<file path="config.mk">
export PLATFORM = sky130hd
export DESIGN_NAME = tqvp_htfab_duty_scan
export DESIGN_NICKNAME = d
export VERILOG_FILES = /design/src/rtl/tqvp_htfab_duty_scan.sv
export SDC_FILE = /design/constraint.sdc
export NUM_CORES = 1
export LEC_CHECK = 0
export BUFFER_PORTS_ARGS = -buffer_cell sky130_fd_sc_hd__buf_2
export CAP_MARGIN = 30
export CORE_MARGIN = 2
export CORE_UTILIZATION = 61
export DETAILED_ROUTE_END_ITERATION = 6
export GPL_ROUTABILITY_DRIVEN = 1
export PLACE_DENSITY_LB_ADDON = 0.05
export SYNTH_ARGS = -nofsm -noshare
export SYNTH_HDL_FRONTEND = slang
export SYNTH_SLANG_ARGS = --single-unit
</file>
<file path="constraint.sdc">
create_clock -name clk -period 4.7 [get_ports clk]
set_clock_uncertainty 0.05 [all_clocks]
set_input_delay 1.175 -clock clk [delete_from_list [all_inputs] [get_ports clk]]
set_output_delay 1.175 -clock clk [all_outputs]
set_load 0.005 [all_outputs]
</file>
<file path="src/rtl/tqvp_htfab_duty_scan.sv">
// Duty-meter channel scheduler: walks the enabled channels, discards settling windows,
// captures one duty result per channel into a register bank readable over the TinyQV bus.
module tqvp_htfab_duty_scan #(
  parameter int NUM_CH     = 8,
  parameter int SETTLE_WIN = 1
) (
  input  logic       clk,
  input  logic       rst_n,
  input  logic [3:0] address,
  input  logic       data_write,
  input  logic [7:0] data_in,
  output logic [7:0] data_out,
  output logic [2:0] meas_channel,
  input  logic       meas_window_done,
  input  logic [7:0] meas_duty,
  output logic       scan_irq
);

  typedef enum logic [2:0] {
    S_IDLE, S_SELECT, S_SETTLE, S_CAPTURE, S_ADVANCE
  } state_t;

  state_t      state_q;
  logic [7:0]  result_q [NUM_CH];
  logic        run_q;
  logic        oneshot_q;
  logic [7:0]  mask_q;
  logic [7:0]  fresh_q;
  logic        sweep_done_q;
  logic [2:0]  meas_channel_q;
  logic [2:0]  start_q;
  logic [1:0]  settle_q;

  logic [2:0]  sel_ch;
  logic        has_sel;
  logic        has_above;
  logic        abort;
  logic        busy;

  assign busy         = (state_q != S_IDLE);
  assign abort        = data_write && (address == 4'd8) && !data_in[0];
  assign meas_channel = meas_channel_q;
  assign scan_irq     = sweep_done_q;

  // Next channel: lowest enabled index at or after start_q, wrapping through 7 -> 0.
  always_comb begin
    sel_ch    = start_q;
    has_sel   = 1'b0;
    has_above = 1'b0;
    for (int i = 0; i < NUM_CH; i++) begin
      if (!has_sel && mask_q[start_q + 3'(i)]) begin
        sel_ch  = start_q + 3'(i);
        has_sel = 1'b1;
      end
      if ((3'(i) > meas_channel_q) && mask_q[i]) begin
        has_above = 1'b1;
      end
    end
  end

  always_comb begin
    data_out = 8'h00;
    if (address < 4'd8) begin
      data_out = result_q[address[2:0]];
    end else begin
      case (address)
        4'd8:    data_out = {6'b0, oneshot_q, run_q};
        4'd9:    data_out = mask_q;
        4'd10:   data_out = {|fresh_q, meas_channel_q, 2'b00, busy, sweep_done_q};
        4'd11:   data_out = fresh_q;
        default: data_out = 8'h00;
      endcase
    end
  end

  // Software writes come first so hardware sets of FRESH/SWEEP_DONE/RUN later in this block win.
  always_ff @(posedge clk) begin
    if (!rst_n) begin
      state_q        <= S_IDLE;
      for (int i = 0; i < NUM_CH; i++) result_q[i] <= 8'h00;
      run_q          <= 1'b0;
      oneshot_q      <= 1'b0;
      mask_q         <= 8'hFF;
      fresh_q        <= 8'h00;
      sweep_done_q   <= 1'b0;
      meas_channel_q <= 3'd0;
      start_q        <= 3'd0;
      settle_q       <= 2'd0;
    end else begin
      if (data_write) begin
        case (address)
          4'd8:    {oneshot_q, run_q} <= data_in[1:0];
          4'd9:    mask_q <= data_in;
          4'd10:   if (data_in[0]) sweep_done_q <= 1'b0;
          4'd11:   fresh_q <= fresh_q & ~data_in;
          default: ;
        endcase
      end

      if (abort) begin
        state_q <= S_IDLE;
      end else begin
        case (state_q)
          S_IDLE: begin
            if (run_q && (mask_q != 8'h00)) begin
              start_q <= 3'd0;
              state_q <= S_SELECT;
            end
          end
          S_SELECT: begin
            if (!has_sel) begin
              state_q <= S_IDLE;
            end else begin
              meas_channel_q <= sel_ch;
              settle_q       <= 2'(SETTLE_WIN);
              state_q        <= (SETTLE_WIN > 0) ? S_SETTLE : S_CAPTURE;
            end
          end
          S_SETTLE: begin
            if (meas_window_done) begin
              settle_q <= settle_q - 2'd1;
              if (settle_q <= 2'd1) state_q <= S_CAPTURE;
            end
          end
          S_CAPTURE: begin
            if (meas_window_done) begin
              result_q[meas_channel_q] <= meas_duty;
              fresh_q[meas_channel_q]  <= 1'b1;
              state_q                  <= S_ADVANCE;
            end
          end
          S_ADVANCE: begin
            if (mask_q == 8'h00) begin
              state_q <= S_IDLE;
            end else if (!has_above && oneshot_q) begin
              sweep_done_q <= 1'b1;
              run_q        <= 1'b0;
              state_q      <= S_IDLE;
            end else begin
              if (!has_above) sweep_done_q <= 1'b1;
              start_q <= meas_channel_q + 3'd1;
              state_q <= S_SELECT;
            end
          end
          default: state_q <= S_IDLE;
        endcase
      end
    end
  end

endmodule

</file>
Word level (Yosys, flattened, before mapping)
Memory sizes are Yosys's and may differ from the RTL's.
Index checks and enable logic that the tools add are counted.
- register bits after elaboration: 30
- bits in writable memories: 64
- memories: 1
- muxes and demuxes: 87
- equality and inequality tests: 15
- reduce and logical (&&, ||, !) cells: 44
- bitwise gates (word level): 5
- order comparisons: 20
- $add $sub $neg: 9
- memory list (memory ; depth ; bits a word ; rd ports ; clocked after memory_dff ; wr ports ; RTL line ; source):
    result_q ; 8 ; 8 ; 1 ; 0 ; 8 ; 24 ; logic [7:0] result_q [NUM_CH];
- operators by type and width (kind ; count):
    8-bit 2-to-1 mux ; 8
    1-bit 2-to-1 mux ; 48
    3-bit 2-to-1 mux ; 15
    3-bit by 4-bit < comparator with 1-bit output, second input constant ; 9
    8-bit case mux with 4 select lines ; 1
    1-bit binary-select mux with 3-bit select ; 8
    1-bit logical AND ; 20
    4-bit == test, second input constant ; 4
    8-bit OR reduction ; 2
    3-bit case mux with 5 select lines ; 1
    2-bit != test, second input constant ; 7
    3-bit adder, second input constant ; 4
    3-bit greater-than comparator, first input constant ; 4
    1-bit zero test ; 9
    8-bit AND ; 1
    8-bit zero test ; 1
    8-bit NOT ; 1
    8-bit bitwise OR ; 1
    4-bit AND reduction ; 2
    8-bit nonzero test ; 1
    3-bit by 1-bit adder with 3-bit output, second input constant ; 2
    3-bit by 2-bit adder with 3-bit output, second input constant ; 2
    3-bit by 2-bit == test with 1-bit output, second input constant ; 2
    1-bit by 3-bit greater-than comparator with 1-bit output, first input constant ; 2
    19 further kinds ; 25

Logic depth before layout (Yosys ltp)
- depth after elaboration: 26
- depth in mapped cells: 13
- gate-level depth less buffers: 9

Worst setup path after synthesis
No wires, ideal clock.
- path type: input-to-output
- start point: in address[0]
- end point: out data_out[4]
- required time: 3.475 ns
- arrival time: 2.903 ns
- path buffers: 2
- path slack: 0.572 ns
- stages: 5
- cell sequence: buf_1 buf_1 mux4_2 mux2i_1 o22ai_1
- word-level cells in the longest chain between the ends: 3
- RTL lines (element ; RTL line ; source):
    start, declared ; 9 ; input logic [3:0] address,
    4-bit == test ; 66 ; case (address)
    8-bit case mux with 4 select lines ; 66 ;
    8-bit 2-to-1 mux (*) ; 63 ; if (address < 4'd8) begin
    end, declared ; 12 ; output logic [7:0] data_out,
Every way passes the cells marked *; elsewhere a longest branch is shown, timed or not.

Worst setup path after layout
- start point: in address[0]
- end point: out data_out[5]
The elaborated chain is that of the path after synthesis.

==> flow_summary_export.csv <==
group,metric,value,unit
worst_setup_path,crit_type,"in -> out",
synthesis,synth_edf_count,64,
global_routing,overflow,0,
synthesis,yosysWarnings,0,
synthesis,synthFlopType,"edfxtp_1",
cts,cts.htree.levels,3,
cts,postCtsHoldBufs,0,
synthesis,ys_seq_area_share,45.6,%
cts,cts_buffers,9,
synthesis,synth_top_area_cell,"edfxtp_1",
sta,tightest_slew,0.720,ns
worst_setup_path,cp_common_cell,"buf_2",
status,status,"complete, no violations",
global_routing,grt_max_degree,34,
cts,clk_path_buf_depth,2,
worst_setup_path,startpoint_type,"input port",
cts,path_clk_slew,0.08,ns
route,via_count,4109,
placed_design,post-place-ws,0.673,ns
finish,drive_gt1_share,22.4,%
cts,cts_setup_buffers,0,
die,start_util,63.1,%
global_routing,grt_use_total,29.0,%
worst_setup_path,cp_max_fo,24,
cts,clk_latency,0.36,ns
finish,nets,563,
die,die_area,9840,sq um
global_routing,first_global_vias,4118,
cts,cts_tree,"yes",
worst_setup_path,crit_path_top_delay_cell,"mux4_2",
worst_setup_path,cp_cell_sequence,"buf_2 > buf_4 > mux4_2 > inv_1 > o22ai_1 > buf_2",
worst_hold_path,min_path_cells,1,
synthesis,synthesis.area,5530,sq um
worst_setup_path,crit_path_end_kind,"output port",
die,die_h,99.2,um
power_and_ir_drop,leakagePower,2.21,nW
synthesis,syn_avg_cell_area,11.1,sq um
sta,max_freq,0.249,GHz
synthesis,netlist_instances,500,
power_and_ir_drop,peakVddDrop,0.166,mV
placed_design,hpwlAfterDp,9530,um
sta,finalHoldViolCount,0,
sta,rsz0062_at_grt,"false",
sta,worst_slack,0.684,ns
worst_setup_path,r2r_cells,11,
worst_setup_path,worstPathArrival,2.79,ns
sta,fin_crit_sh,85.4,%
placed_design,portBuffers,35,
synthesis,synth_top_area_share,34.8,%
sta,slew_headroom,51.6,%
die,die_w,99.2,um
power_and_ir_drop,power_density,262,nW/um^2
route,drt_wl_total,13200,um
route,post_drt_wl_per_cell,20.5,um
route,drc,0,
cts,cts_resized,0,
die,rows,34,
global_routing,grt_pass1_wl,22100,um
synthesis,synth.area.top_cells,"edfxtp_1 35%, mux4_2 13%, dfxtp_1 11%",
route,drtIter0Drc,300,
synthesis,synth_nets,531,
die,core-area,8760,sq um
worst_setup_path,crit_required,3.47,ns
synthesis,synth_seq_cells,94,
worst_hold_path,hold_class,"reg -> reg",
sta,setup_viol,0,
sta,fin_crit,4.02,ns
route,detail-route-antenna-nets,0,
placed_design,gp_congestion,0.954,
cts,cts.sinks,94,
synthesis,async_reset_ff_share,0,%
die,io_pins,36,
cts,cts_root_buf,"clkbuf_8",
global_routing,antenna_found_initial,0,
sta,drv_slew,0,
route,drt_pass1_iterations,5,
run,max_cap_viol_count,0,
finish,area_delta_synth_final,9.14,%
sta,tns,0,ns
route,drt-vias-per-instance,6.38,
worst_setup_path,max_stage_delay,0.53,ns
finish,n_antenna_cell,0,
synthesis,yosysUniqueCellTypes,58,
layout by cell type (no fill, tap or decap), types with 17 or more instances in the layout:
master     n
and2_1    66
buf_2     35
buf_4     19
dfxtp_1   30
edfxtp_1  64
inv_1     18
mux4_2    32
nand2_1   50
nor2_1    22
o21ai_0   17
worst paths after layout:
path | slack, ns | to | start
worst min-delay path | 0.45 | fresh_q[7]$_SDFF_PN0_ | fresh_q[7]$_SDFF_PN0_
worst max register to register | 0.94 | meas_channel[2]$_SDFFE_PN0P_ | start_q[1]$_SDFFE_PN0P_
worst min register to register | 0.45 | fresh_q[7]$_SDFF_PN0_ | fresh_q[7]$_SDFF_PN0_
worst max-delay path | 0.68 | data_out[5] | address[0]
layer usage:
| metal | vias to the layer above | GRT usage [%] | wire length [um] |
|---|---|---|---|
| met1 | 2021 | 37.7 | 5230 |
| met4 | 0 | 7.59 | 301 |
| met3 | 24 | 5.69 | 778 |
| met2 | 140 | 50.3 | 6920 |
| li1 | 1924 | - | - |
| met5 | - | 0 | 0 |
final cells by class:
class / instances / area, sq um
Clock inverter: 5 / 58.8
Inverter: 20 / 75.1
Tap cell: 108 / 135
Fill cell: 661 / 2730
Timing Repair Buffer: 54 / 318
Clock buffer: 10 / 128
Multi-Input combinational cell: 353 / 2800
Sequential cell: 94 / 2520
synthesized netlist by cell type, types with 3 or more instances:
| master | number |
|---|---|
| and2_1 | 66 |
| edfxtp_1 | 64 |
| nand2_1 | 50 |
| mux4_2 | 32 |
| dfxtp_1 | 30 |
| clkbuf_1 | 25 |
| nor2_1 | 22 |
| inv_1 | 18 |
| o21ai_0 | 17 |
| mux2i_1 | 14 |
| nand3_1 | 14 |
| nor2b_1 | 12 |
| o22ai_1 | 10 |
| a21oi_1 | 9 |
| a31o_2 | 8 |
| mux2_2 | 8 |
| nand2b_1 | 8 |
| ha_1 | 7 |
| a31oi_1 | 6 |
| nand4_1 | 6 |
| a22o_1 | 5 |
| buf_1 | 5 |
| nor3_1 | 5 |
| nand3b_1 | 4 |
| nor4_1 | 4 |
| o31ai_1 | 4 |
| and3_1 | 3 |
| mux2_1 | 3 |
| or3_1 | 3 |
| xnor2_1 | 3 |
critical path, delay by kind of cell:
| family | cells | cell delay [ns] |
|---|---|---|
| mux | 1 | 0.53 |
| buf+inv | 4 | 0.98 |
| compound gates | 1 | 0.10 |
flip-flops by register name (all words and copies together), names as in the netlist:
name / cells
fresh_q: 8
mask_q: 8
meas_channel: 3
oneshot_q: 1
result_q: 64
run_q: 1
scan_irq: 1
settle_q: 2
start_q: 3
state_q: 3
through the flow:
step	total power, mW	hold WS, ns	utilization, %	cell area (sq um)	std cells
2_1_floorplan	1.01	0.412	-	5530	500
3_3_place_gp	1.07	0.435	66.7	5850	629
3_5_place_dp	1.07	0.437	66.7	5850	629
4_1_cts	1.59	0.456	68.9	6030	644
5_1_grt	1.63	0.466	68.9	6030	644
6_report	1.58	0.454	68.9	6030	644
kinds of logic after synthesis:
group	count (synthesis)	synth area share, %
AND/OR/NAND/NOR	205	20.0
flip-flops	94	45.6
AO/OA/AOI/OAI	78	10.1
buffers and inverters	53	3.78
XOR/XNOR	5	0.792
adder cells (fa/ha/maj)	7	1.58
multiplexers	58	18.1
power by group:
part           internal [mW]  total, mW  switching (mW)  leakage, nW
registers              0.901      0.914          0.0131        0.903
logic                 0.0607      0.137          0.0768         1.22
clock network          0.245      0.528           0.284       0.0904
No activity file was read; power rests on OpenSTA's default activity.
